--- src/rtl/arb_pkg.sv ---
// Shared definitions for the round-robin mux4 arbiter: output-register
// state encoding and the number of requesters.
package arb_pkg;

  localparam int N_REQ = 4;

  typedef enum logic {
    S_EMPTY = 1'b0,
    S_FULL  = 1'b1
  } arb_state_e;

endpackage

--- src/rtl/mux4.sv ---
// Plain 4:1 word multiplexer, selected by a 2-bit index.
module mux4 #(
  parameter int N = 8
) (
  input  logic [1:0]   sel,
  input  logic [N-1:0] in0,
  input  logic [N-1:0] in1,
  input  logic [N-1:0] in2,
  input  logic [N-1:0] in3,
  output logic [N-1:0] out
);

  // Route the selected requester word to the output.
  always_comb begin
    out = in0;
    case (sel)
      2'd0:    out = in0;
      2'd1:    out = in1;
      2'd2:    out = in2;
      default: out = in3;
    endcase
  end

endmodule

--- src/rtl/rr_mux4_arbiter.sv ---
// Round-robin arbiter over four requesters feeding a single registered
// output slot. Arbitration uses a rotating pointer that moves one past the
// last winner, so a requester held valid is served within four loads.
//
// Handshake: a word moves on a cycle where valid and ready are both high.
// Upstream, in_ready is one-hot at the winner only when the output slot is
// empty or being drained this cycle; it never depends on in_ready itself.
// Downstream, out_valid stays high with out_data stable until out_ready.
module rr_mux4_arbiter
  import arb_pkg::*;
#(
  parameter int N = 8
) (
  input  logic         clk,
  input  logic         rst,
  input  logic [3:0]   in_valid,
  input  logic [N-1:0] in0,
  input  logic [N-1:0] in1,
  input  logic [N-1:0] in2,
  input  logic [N-1:0] in3,
  output logic [3:0]   in_ready,
  output logic [N-1:0] out_data,
  output logic         out_valid,
  input  logic         out_ready,
  output logic [1:0]   out_src,
  output logic         dbg_state,
  output logic [1:0]   dbg_ptr
);

  arb_state_e   state_q, state_d;
  logic [1:0]   ptr_q, ptr_d;
  logic [N-1:0] data_q, data_d;
  logic [1:0]   src_q, src_d;

  logic         load;
  logic [1:0]   win_idx;
  logic [1:0]   cand;
  logic         found;
  logic [N-1:0] mux_word;

  assign out_valid = (state_q == S_FULL);
  assign out_data  = data_q;
  assign out_src   = src_q;
  assign dbg_state = state_q;
  assign dbg_ptr   = ptr_q;

  // Gating with rst keeps in_ready low while the block is held in reset.
  assign load = rst && (|in_valid) && (!out_valid || out_ready);

  // Circular priority search starting at ptr: first valid requester wins.
  always_comb begin
    win_idx = ptr_q;
    cand    = ptr_q;
    found   = 1'b0;
    for (int i = 0; i < N_REQ; i++) begin
      cand = ptr_q + 2'(i);
      if (!found && in_valid[cand]) begin
        win_idx = cand;
        found   = 1'b1;
      end
    end
  end

  // Grant is one-hot at the winner, only on a load cycle.
  always_comb begin
    in_ready = 4'b0000;
    if (load) in_ready = 4'b0001 << win_idx;
  end

  mux4 #(.N(N)) u_mux4 (
    .sel (win_idx),
    .in0 (in0),
    .in1 (in1),
    .in2 (in2),
    .in3 (in3),
    .out (mux_word)
  );

  // Next-state: load replaces the slot (even while draining), a drain with
  // no new word empties it, a stall holds everything.
  always_comb begin
    state_d = state_q;
    ptr_d   = ptr_q;
    data_d  = data_q;
    src_d   = src_q;
    if (load) begin
      state_d = S_FULL;
      ptr_d   = win_idx + 2'd1;
      data_d  = mux_word;
      src_d   = win_idx;
    end else if (state_q == S_FULL && out_ready) begin
      state_d = S_EMPTY;
    end
  end

  // State and output registers; reset discards any held word.
  always_ff @(posedge clk or negedge rst) begin
    if (!rst) begin
      state_q <= S_EMPTY;
      ptr_q   <= 2'd0;
      data_q  <= '0;
      src_q   <= 2'd0;
    end else begin
      state_q <= state_d;
      ptr_q   <= ptr_d;
      data_q  <= data_d;
      src_q   <= src_d;
    end
  end

endmodule

--- config.mk ---
export PLATFORM = sky130hd
export DESIGN_NAME = rr_mux4_arbiter
export DESIGN_NICKNAME = d
export VERILOG_FILES = /design/src/rtl/arb_pkg.sv /design/src/rtl/mux4.sv /design/src/rtl/rr_mux4_arbiter.sv
export SDC_FILE = /design/constraint.sdc
export NUM_CORES = 1
export LEC_CHECK = 0
export ABC_CLOCK_PERIOD_IN_PS = 2300
export CAP_MARGIN = 0
export CORE_UTILIZATION = 37
export CTS_BUF_LIST = sky130_fd_sc_hd__clkbuf_16
export DETAILED_ROUTE_END_ITERATION = 6
export PLACE_DENSITY = 0.83
export RECOVER_POWER = 25
export SLEW_MARGIN = 20
export SYNTH_ARGS = -nofsm -noshare
export SYNTH_HDL_FRONTEND = slang
export SYNTH_HIERARCHICAL = 1
export SYNTH_SLANG_ARGS = --single-unit
--- constraint.sdc ---
create_clock -name clk -period 2.3 [get_ports clk]
set_input_delay 0.345 -clock clk [delete_from_list [all_inputs] [get_ports clk]]
set_output_delay 0.345 -clock clk [all_outputs]
set_load 0.03 [all_outputs]
# --- After elaboration in Yosys (flattened, before gate mapping) ---
# Cells that the tools add are included.
word_totals:
  register_bits: 13
  in_bits: 39
  out_inout_bits: 18
  wordCells: 47
classes:
  n_addsub: 4
  order_cmp: 4
  eq_ne: 2
  n_shift: 1
  n_mux: 18
  reduce_logical: 14
op_table:
  columns: ["operator", "n"]
  rows:
  - ["one-hot mux 8 bit (3 select lines)", 1]
  - ["< comparator 2 x 3 -> 1 bit (second input constant)", 4]
  - ["2-to-1 mux 1 bit", 9]
  - ["binary-select mux 1 bit (select 2 bit)", 4]
  - ["logical AND 1 bit", 6]
  - ["2-to-1 mux 2 bit", 3]
  - ["adder 2 x 1 -> 2 bit (second input constant)", 2]
  - ["adder 2 bit (second input constant)", 2]
  - ["zero test 1 bit", 4]
  - ["2-to-1 mux 4 bit", 1]
  - ["OR reduction 4 bit", 1]
  - ["left shift 1 x 2 -> 4 bit (first input constant)", 1]
  - ["equality test 2 x 1 -> 1 bit (second input constant)", 1]
  - ["equality test 2 bit (second input constant)", 1]
  - ["zero test 2 bit", 1]
  - ["nonzero test 2 bit", 1]
  - ["logical OR 1 bit", 1]

# --- Longest topological paths before layout ---
# Gate-level depths: netlist (run 1).
logic_depth:
  depth_word: 14
  depth_mapped: 8
  depth_no_buf: 6

# --- By module ---
# The synthesis (run 1) kept the hierarchy.
by_module_without_submodules:
  columns: ["mod", "n_inst", "cells_per_inst", "area_per_inst_um2"]
  rows:
  - ["rr_mux4_arbiter", 1, 66, 733.2]
  - ["mux4", 1, 10, 196.4]

# --- Least setup slack after synthesis (run 1) ---
# OpenSTA, ideal clock, no wires.
synth_path:
  path_type: "reg-to-reg"
  start: "register ptr_q[1], in the netlist dbg_ptr[1]"
  end: "register data_q[0], in the netlist out_data[0]"
  arrival_ns: 2.218
  slack_ns: -0.043
  stages_incl_launch_ff: 9
  n_path_buf: 2
  cell_sequence: "dfrtp_1 clkbuf_1 inv_1 a21oi_1 o221ai_1 inv_1 buf_6 mux4_2 mux2_4"
synth_between:
  elab_chain_cells: 14
synth_rtl:
  columns: ["item", "line_no", "text"]
  rows:
  - ["start, declared", "rr_mux4_arbiter.sv:31", "logic [1:0] ptr_q, ptr_d;"]
  - ["start signal, assigned", "rr_mux4_arbiter.sv:105", "ptr_q <= ptr_d;"]
  - ["branches (longest 11 deep; another with adder 2 x 1 -> 2 bit)", null, null]
  - ["2-to-1 mux 2 bit *", "rr_mux4_arbiter.sv:57", "if (!found && in_valid[cand]) begin"]
  - ["net win_idx[0]", "rr_mux4_arbiter.sv:36", "logic [1:0] win_idx;"]
  - ["equality test 2 bit, or another cell as far along", "mux4.sv:16", "case (sel)"]
  - ["one-hot mux 8 bit (3 select lines) *", "mux4.sv:16", null]
  - ["net mux_word[0]", "rr_mux4_arbiter.sv:39", "logic [N-1:0] mux_word;"]
  - ["end signal, assigned", "rr_mux4_arbiter.sv:106", "data_q <= data_d;"]
  - ["end, declared", "rr_mux4_arbiter.sv:32", "logic [N-1:0] data_q, data_d;"]
# Mark *: on every way through the listed nets, which the timed path passes. The select of a mux whose other input is x is not followed.
# A chain may end at the register's enable or synchronous reset.

# --- Worst setup path in the final report (run 1) ---
layout_path:
  start: "input in_valid[2]"
  end: "output in_ready[2]"
layout_between:
  elab_chain_cells: 14
layout_rtl:
  columns: ["item", "line_no", "text"]
  rows:
  - ["start, declared", "rr_mux4_arbiter.sv:16", "input logic [3:0] in_valid,"]
  - ["binary-select mux 1 bit (select 2 bit)", "rr_mux4_arbiter.sv:57", null]
  - ["2-to-1 mux 1 bit (not written as such)", "rr_mux4_arbiter.sv:57", null]
  - ["2-to-1 mux 1 bit", "rr_mux4_arbiter.sv:57", null]
  - ["zero test 1 bit", "rr_mux4_arbiter.sv:57", null]
  - ["logical AND 1 bit", "rr_mux4_arbiter.sv:57", null]
  - ["2-to-1 mux 1 bit", "rr_mux4_arbiter.sv:57", null]
  - ["zero test 1 bit", "rr_mux4_arbiter.sv:57", null]
  - ["logical AND 1 bit", "rr_mux4_arbiter.sv:57", null]
  - ["2-to-1 mux 1 bit", "rr_mux4_arbiter.sv:57", null]
  - ["zero test 1 bit", "rr_mux4_arbiter.sv:57", null]
  - ["logical AND 1 bit", "rr_mux4_arbiter.sv:57", null]
  - ["2-to-1 mux 2 bit *", "rr_mux4_arbiter.sv:57", null]
  - ["net win_idx[1]", "rr_mux4_arbiter.sv:36", null]
  - ["left shift 1 x 2 -> 4 bit *", "rr_mux4_arbiter.sv:67", "if (load) in_ready = 4'b0001 << win_idx;"]
  - ["2-to-1 mux 4 bit *", "rr_mux4_arbiter.sv:67", null]
  - ["end, declared", "rr_mux4_arbiter.sv:21", "output logic [3:0] in_ready,"]
# Mark *: on every way through the listed nets, which the timed path passes. The rest lies on a longest branch. The select of a mux whose other input is x is not followed.

==> results.ini, run 1 <==
[power_and_ir_drop]
power_density_nw_per_um2=1050
power_leakage_uw=0.000756
p_total_uw=1860
ir_drop_uv=750

[synthesis]
syn_avg_cell_area_um2=12.2
ys_types=28
synthCells=76
netlist_area_um2=930
ys_ff_latch=13
seq_area_frac_synth=0.350
syn-num-nets=115
yosysWarningCount=6

[drt]
dr.pass1.iters=4
vias_per_cell=5.41
drt-initial-drc-count=8
ant_nets=0
vias=952
wl_um=2840
drc=0
wl_per_cell_um=16.2

[timing]
min_period_over_period=0.992
drv_slew=0
worst_pin_slew_ns=0.706
fmax_mhz=438
setup_violations=0
finalHoldViolations=0
slew_headroom=0.529
finalCriticalPeriod_ns=2.28
clock_skew_ns=0.00196
fin_ws_ns=0.0173

[global_route]
grt_overflow=0
grt_max_degree=14
grt_pass1_vias=970
antenna_found_initial=0
grt_usage=0.231
grt_pass1_wl_um=4390

[worst_setup_path]
startpoint_type=input pin
end_kind=primary output
slowest_delay_ns=0.51
crit_chain=clkdlybuf4s50_1, and2b_1, buf_4, nor2_1, o2bb2ai_2, buf_12, and3_1, buf_4
cp.arrival_ns=1.94
cp.required_ns=1.96
cp_max_fo=13
cpLargestDelayFamily=buffers and inverters
worstSetupPathType=input pin to primary output
path_buf_inv=4
path_common_cell=buf_4
cp_slowest_cell=clkdlybuf4s50_1

[job]
max-cap-violations=0

[finish]
fillers=146
regArea_um2=327
multiInputGateArea_um2=593
postLayoutCoreUtil=0.773
final_nets=188
drive_gt1_frac=0.365
diodes=0
syn_to_final_growth_pct=91.0

[placed_design]
io_buffers=56
dp_slack_ns=-0.277
post-dp-hpwl_um=2070
routabilityCongestion=0.802

[clock_network]
cts_buffers=3
clk_latency_ns=0.24
root_buffer=clkbuf_16
clock_sinks=13
htree_num_levels=1
clock_path_buffers=2
path_clk_slew_ns=0.04
cts_tree=yes

[floorplanning]
ios=57
initial_utilization=0.405
die_w_um=52.1
core_um2=2300
rows=17
fp.dieArea_um2=2720
die-height_um=52.1

[hold_path]
min_path_type=flip-flop to flip-flop

[status]
status=finished clean

==> worst register-to-register path, stage by stage (launching register included) <==
cell and delay [ns]:
dfrtp_2 0.46, inv_1 0.12, a21oi_1 0.20, o221ai_2 0.14, inv_2 0.12, clkbuf_16 0.16
mux4_2 0.49, mux2_4 0.26
==> final timing paths <==
path	depth (start not counted)	to	startpoint	slack, ns
worst min-delay path	2	out_src[0]$_DFFE_PN0P_	out_src[0]$_DFFE_PN0P_	0.50
max in group asynchronous	2	dbg_ptr[1]$_DFFE_PN0P_	rst	1.04
worst max register to register	7	out_data[4]$_DFFE_PN0P_	dbg_ptr[1]$_DFFE_PN0P_	0.24
worst min register to register	2	out_src[0]$_DFFE_PN0P_	out_src[0]$_DFFE_PN0P_	0.50
min in group asynchronous	2	out_data[7]$_DFFE_PN0P_	rst	0.77
worst max-delay path	8	in_ready[2]	in_valid[2]	0.02
==> cell usage in the layout (no fill, tap or decap), types with 2 or more instances in the layout <==
| master | count |
|---|---|
| mux4_2 | 8 |
| nor2b_1 | 2 |
| o31ai_1 | 2 |
| nand2_1 | 3 |
| and3_1 | 2 |
| mux2_4 | 6 |
| inv_1 | 3 |
| o21ai_0 | 2 |
| dfrtp_1 | 12 |
| clkbuf_16 | 4 |
| a21oi_1 | 4 |
| nand2b_1 | 2 |
| buf_4 | 17 |
| nor2_1 | 4 |
| clkdlybuf4s50_1 | 50 |
| nor3_2 | 2 |
| buf_12 | 2 |
| mux2_2 | 3 |
==> sequential cells by signal, indices dropped and copies added (netlist names) <==
name	flops
out_src	2
dbg_ptr	2
out_data	8
dbg_state	1
==> metrics by stage <==
stage	cells	instance area (µm²)	hold slack (ns)	TNS, ns
finish	176	1780	0.501	0
global route	176	1780	0.528	-0.0155
CTS	175	1720	0.505	0
detailed placement	169	1600	0.498	-2.16
global placement	169	1600	0.461	-1.27
floorplan	76	931	0.0494	0
==> what timing repair did <==
action,4_1_cts,5_1_grt
buffers inserted,2,0
hold buffers,0,0
pin swaps,1,2
gates resized for setup,5,10
setup endpoints to repair,11,12
cloned,0,1
==> cells in the mapped netlist (all sizes together) <==
library cell	n	area, µm²
a21oi	5	25.0
a221oi	1	8.76
a22oi	1	7.51
and2b	2	15.0
and3	2	12.5
buf	4	41.3
clkbuf	2	8.75
dfrtp	13	325
inv	3	11.3
mux2	9	124
mux4	8	180
nand2	3	11.3
nand2b	3	18.8
nor2	5	21.3
nor2b	2	12.5
nor3	3	15.0
o21a	1	7.51
o21ai	3	15.0
o221ai	1	8.76
o2bb2ai	1	8.76
o31a	1	8.76
o31ai	2	15.0
o41ai	1	27.5
==> routing by layer <==
layer,share of wire,global-route usage
met2,0.53,0.436
met5,0,0
met4,0.027,0.0946
met3,0.058,0.0439
met1,0.38,0.246
==> power breakdown <==
group / internal, µW / switching, µW / total (µW)
combinational: 598 / 524 / 1120
sequential: 333 / 81.9 / 415
clock: 229 / 92.8 / 322
==> kinds of logic after synthesis <==
family,Yosys count,synth area share
and+or+nand+nor,20,0.114
AOI/OAI and AO/OA,17,0.143
muxes,17,0.327
DFF,13,0.350
buffers and inverters,9,0.0659
==> area by class of cell <==
class | instances | share of cell area
clock buffer | 3 | 0.0423
clock inverter | 1 | 0.00211
inverter | 3 | 0.00634
multi-input combinational | 54 | 0.334
sequential | 13 | 0.184
tap | 28 | 0.0197
timing repair buffer | 74 | 0.412
No activity file was read; power rests on OpenSTA's default activity.
==> inputs of run 2 (changes only) <==
--- a/config.mk
+++ b/config.mk
@@ -5,11 +5,11 @@
 export SDC_FILE = /design/constraint.sdc
 export NUM_CORES = 1
 export LEC_CHECK = 0
-export ABC_CLOCK_PERIOD_IN_PS = 2300
 export CAP_MARGIN = 0
 export CORE_UTILIZATION = 37
 export CTS_BUF_LIST = sky130_fd_sc_hd__clkbuf_16
 export DETAILED_ROUTE_END_ITERATION = 6
+export GPL_ROUTABILITY_DRIVEN = 0
 export PLACE_DENSITY = 0.83
 export RECOVER_POWER = 25
 export SLEW_MARGIN = 20
==> results of run 2 <==
Final layout, timing and power as in run 1 (identical DEF).
==> inputs of run 3 (changes only) <==
--- a/config.mk
+++ b/config.mk
@@ -5,11 +5,13 @@
 export SDC_FILE = /design/constraint.sdc
 export NUM_CORES = 1
 export LEC_CHECK = 0
+export ABC_AREA = 0
 export CAP_MARGIN = 0
 export CORE_UTILIZATION = 37
 export CTS_BUF_LIST = sky130_fd_sc_hd__clkbuf_16
 export DETAILED_ROUTE_END_ITERATION = 6
 export GPL_ROUTABILITY_DRIVEN = 0
+export MAX_ROUTING_LAYER = met4
 export PLACE_DENSITY = 0.83
 export RECOVER_POWER = 25
 export SLEW_MARGIN = 20
==> run 3 against run 2 <==
Against the previous run: sequential power hardly changed; sequential cell count unchanged; via count is 0.11% lower; critical path type unchanged; critical endpoint unchanged.
==> results.ini, run 3 (same netlist as run 1, synthesis figures left out) <==
[timing]
finalCriticalPeriod_ns=2.28  ; -0.00512 ns
worst_pin_slew_ns=0.702  ; -0.00356 ns
setup_tns_ns=0  ; unchanged
fmax_mhz=439  ; +0.22%
min_period_over_period=0.990  ; -0.00222
slew_headroom=0.532  ; +0.00237
clock_skew_ns=0.00257  ; +0.000613 ns
drv_slew=0  ; unchanged
finalHoldViolations=0  ; unchanged
setup_violations=0  ; unchanged

[floorplanning]
ios=57  ; unchanged
die_w_um=52.1  ; unchanged
fp.dieArea_um2=2720  ; unchanged
rows=17  ; unchanged
initial_utilization=0.405  ; unchanged
die-height_um=52.1  ; unchanged
core_um2=2300  ; unchanged

[worst_setup_path]
cp.required_ns=1.96  ; about the same
path_buf_inv=4  ; unchanged
worstSetupPathType=input pin to primary output
startpoint_type=input pin
path_common_cell=buf_4
cpLargestDelayFamily=buffers and inverters
crit_chain=clkdlybuf4s50_1, and2b_1, buf_4, nor2_1, o2bb2ai_2, buf_12, and3_1, buf_4
timing.rr.end=out_data[4]$_DFFE_PN0P_
cp_slowest_cell=clkdlybuf4s50_1
r2r_cells=7  ; unchanged
r2r_setup_slack_ns=0.23  ; about the same
timing.rr.start=dbg_ptr[1]$_DFFE_PN0P_
end_kind=primary output
cp.arrival_ns=1.93  ; about the same
slowest_delay_ns=0.51  ; about the same
cp_max_fo=13  ; unchanged

[power_and_ir_drop]
power_frac_clock=0.173  ; about the same
power_leakage_uw=0.000756  ; unchanged
p_int_uw=1160  ; about the same
swShare=0.377  ; +0.000402
p_seq_frac=0.224  ; about the same
comb_power_share=0.603  ; about the same
power_density_nw_per_um2=1050  ; about the same
ir_drop_uv=752  ; +0.23%
p_sw_uw=700  ; +0.18%

[drt]
drt-initial-drc-count=8  ; unchanged
wl_per_cell_um=16.1  ; -0.56%
dr.pass1.iters=4  ; unchanged
vias=951  ; -0.11%
vias_per_cell=5.40  ; -0.11%
ant_nets=0  ; unchanged
drc=0  ; unchanged
wl_um=2830  ; -0.56%

[finish]
largest_reg_flops=8  ; unchanged
fillers=146  ; unchanged
final_common_cell=clkdlybuf4s50_1
regArea_um2=327  ; unchanged
postLayoutCoreUtil=0.773  ; unchanged
drive_gt1_frac=0.365  ; unchanged
diodes=0  ; unchanged
layout_common_cells=50 x clkdlybuf4s50_1, 17 x buf_4, 12 x dfrtp_1
multiInputGateArea_um2=593  ; unchanged
syn_to_final_growth_pct=91.0  ; unchanged
final_nets=188  ; unchanged

[clock_network]
cts_buffers=3  ; unchanged
clock_sinks=13  ; unchanged
clk_latency_ns=0.24  ; about the same
path_clk_slew_ns=0.04  ; about the same
holdBufCountCts=0  ; unchanged
clock_path_buffers=2  ; unchanged
cts_tree=yes
root_buffer=clkbuf_16
htree_num_levels=1  ; unchanged

[global_route]
grt_usage=0.237  ; +0.00614
grt_pass1_wl_um=4380  ; -0.16%
antenna_found_initial=0  ; unchanged
grt_pass1_vias=970  ; unchanged
grt_max_degree=14  ; unchanged
grt_overflow=0  ; unchanged

[hold_path]
holdPathEnd=out_src[0]$_DFFE_PN0P_
whs_path_depth=2  ; unchanged
min_path_type=flip-flop to flip-flop
min_from=out_src[0]$_DFFE_PN0P_

[status]
status=finished clean

[job]
max-cap-violations=0  ; unchanged

[placed_design]
post-dp-hpwl_um=2070  ; unchanged
io_buffers=56  ; unchanged

-- run 3: cell counts in the layout (fill, tap and decap cells not counted) --
No cell type changed its count.
-- run 3: worst max-delay path by stage --
stage / startpoint / end / slack, ns / cells past startpoint
after floorplan: dbg_ptr[1]$_DFFE_PN0P_ / out_data[0]$_DFFE_PN0P_ / 0.03 / 8
after global placement: in_valid[3] / out_data[1]$_DFFE_PN0P_ / -0.16 / 8
after detailed placement: in_valid[3] / out_data[5]$_DFFE_PN0P_ / -0.28 / 8
after CTS: in_valid[3] / out_data[5]$_DFFE_PN0P_ / 0.009 / 8
after global routing: in_valid[2] / in_ready[2] / -0.02 / 7
final: in_valid[2] / in_ready[2] / 0.02 / 8
-- run 3: layout make-up --
class	instances	area share
inverters	3	0.00634
clock buffers	3	0.0423
clock inverters	1	0.00211
multi-input cells	54	0.334
flip-flops and latches	13	0.184
well taps	28	0.0197
repair buffers	74	0.412
-- run 3: layer usage --
| metal | global-route usage | wire length, µm |
|---|---|---|
| met1 | 0.251 | 1120 |
| met2 | 0.436 | 1500 |
| met3 | 0.0351 | 133 |
| met4 | 0.0946 | 81 |
| met5 | - | 0 |
-- run 3: what timing repair did --
action,CTS,global route
setup buffers,2,0
pin swaps,1,2
cloned,0,1
endpoints found under the setup margin,11,12
gates resized for setup,5,10
-- run 3: power groups by stage --
stage               combinational, µW  sequential, µW  clock (µW)
detailed placement               1050             405           0
floorplan                         422             594           0
global placement                 1020             402           0
global route                     1180             427         339
CTS                              1070             410         326
finish                           1120             416         323
-- run 3: worst min-delay path: stages (launching register included) --
cell	delay [ns]
dfrtp_1	0.35
nand2_1	0.05
o21ai_0	0.07
-- run 3: metrics by stage --
stage               cell area, µm²  instances  total power (µW)  setup WS [ns]  hold WS (ns)
finish                        1780        176              1860         0.0225         0.502
global route                  1780        176              1950        -0.0155         0.528
CTS                           1720        175              1800        0.00892         0.505
detailed placement            1600        169              1450         -0.277         0.498
global placement              1600        169              1420         -0.165         0.461
floorplan                      931         76              1020         0.0337        0.0494
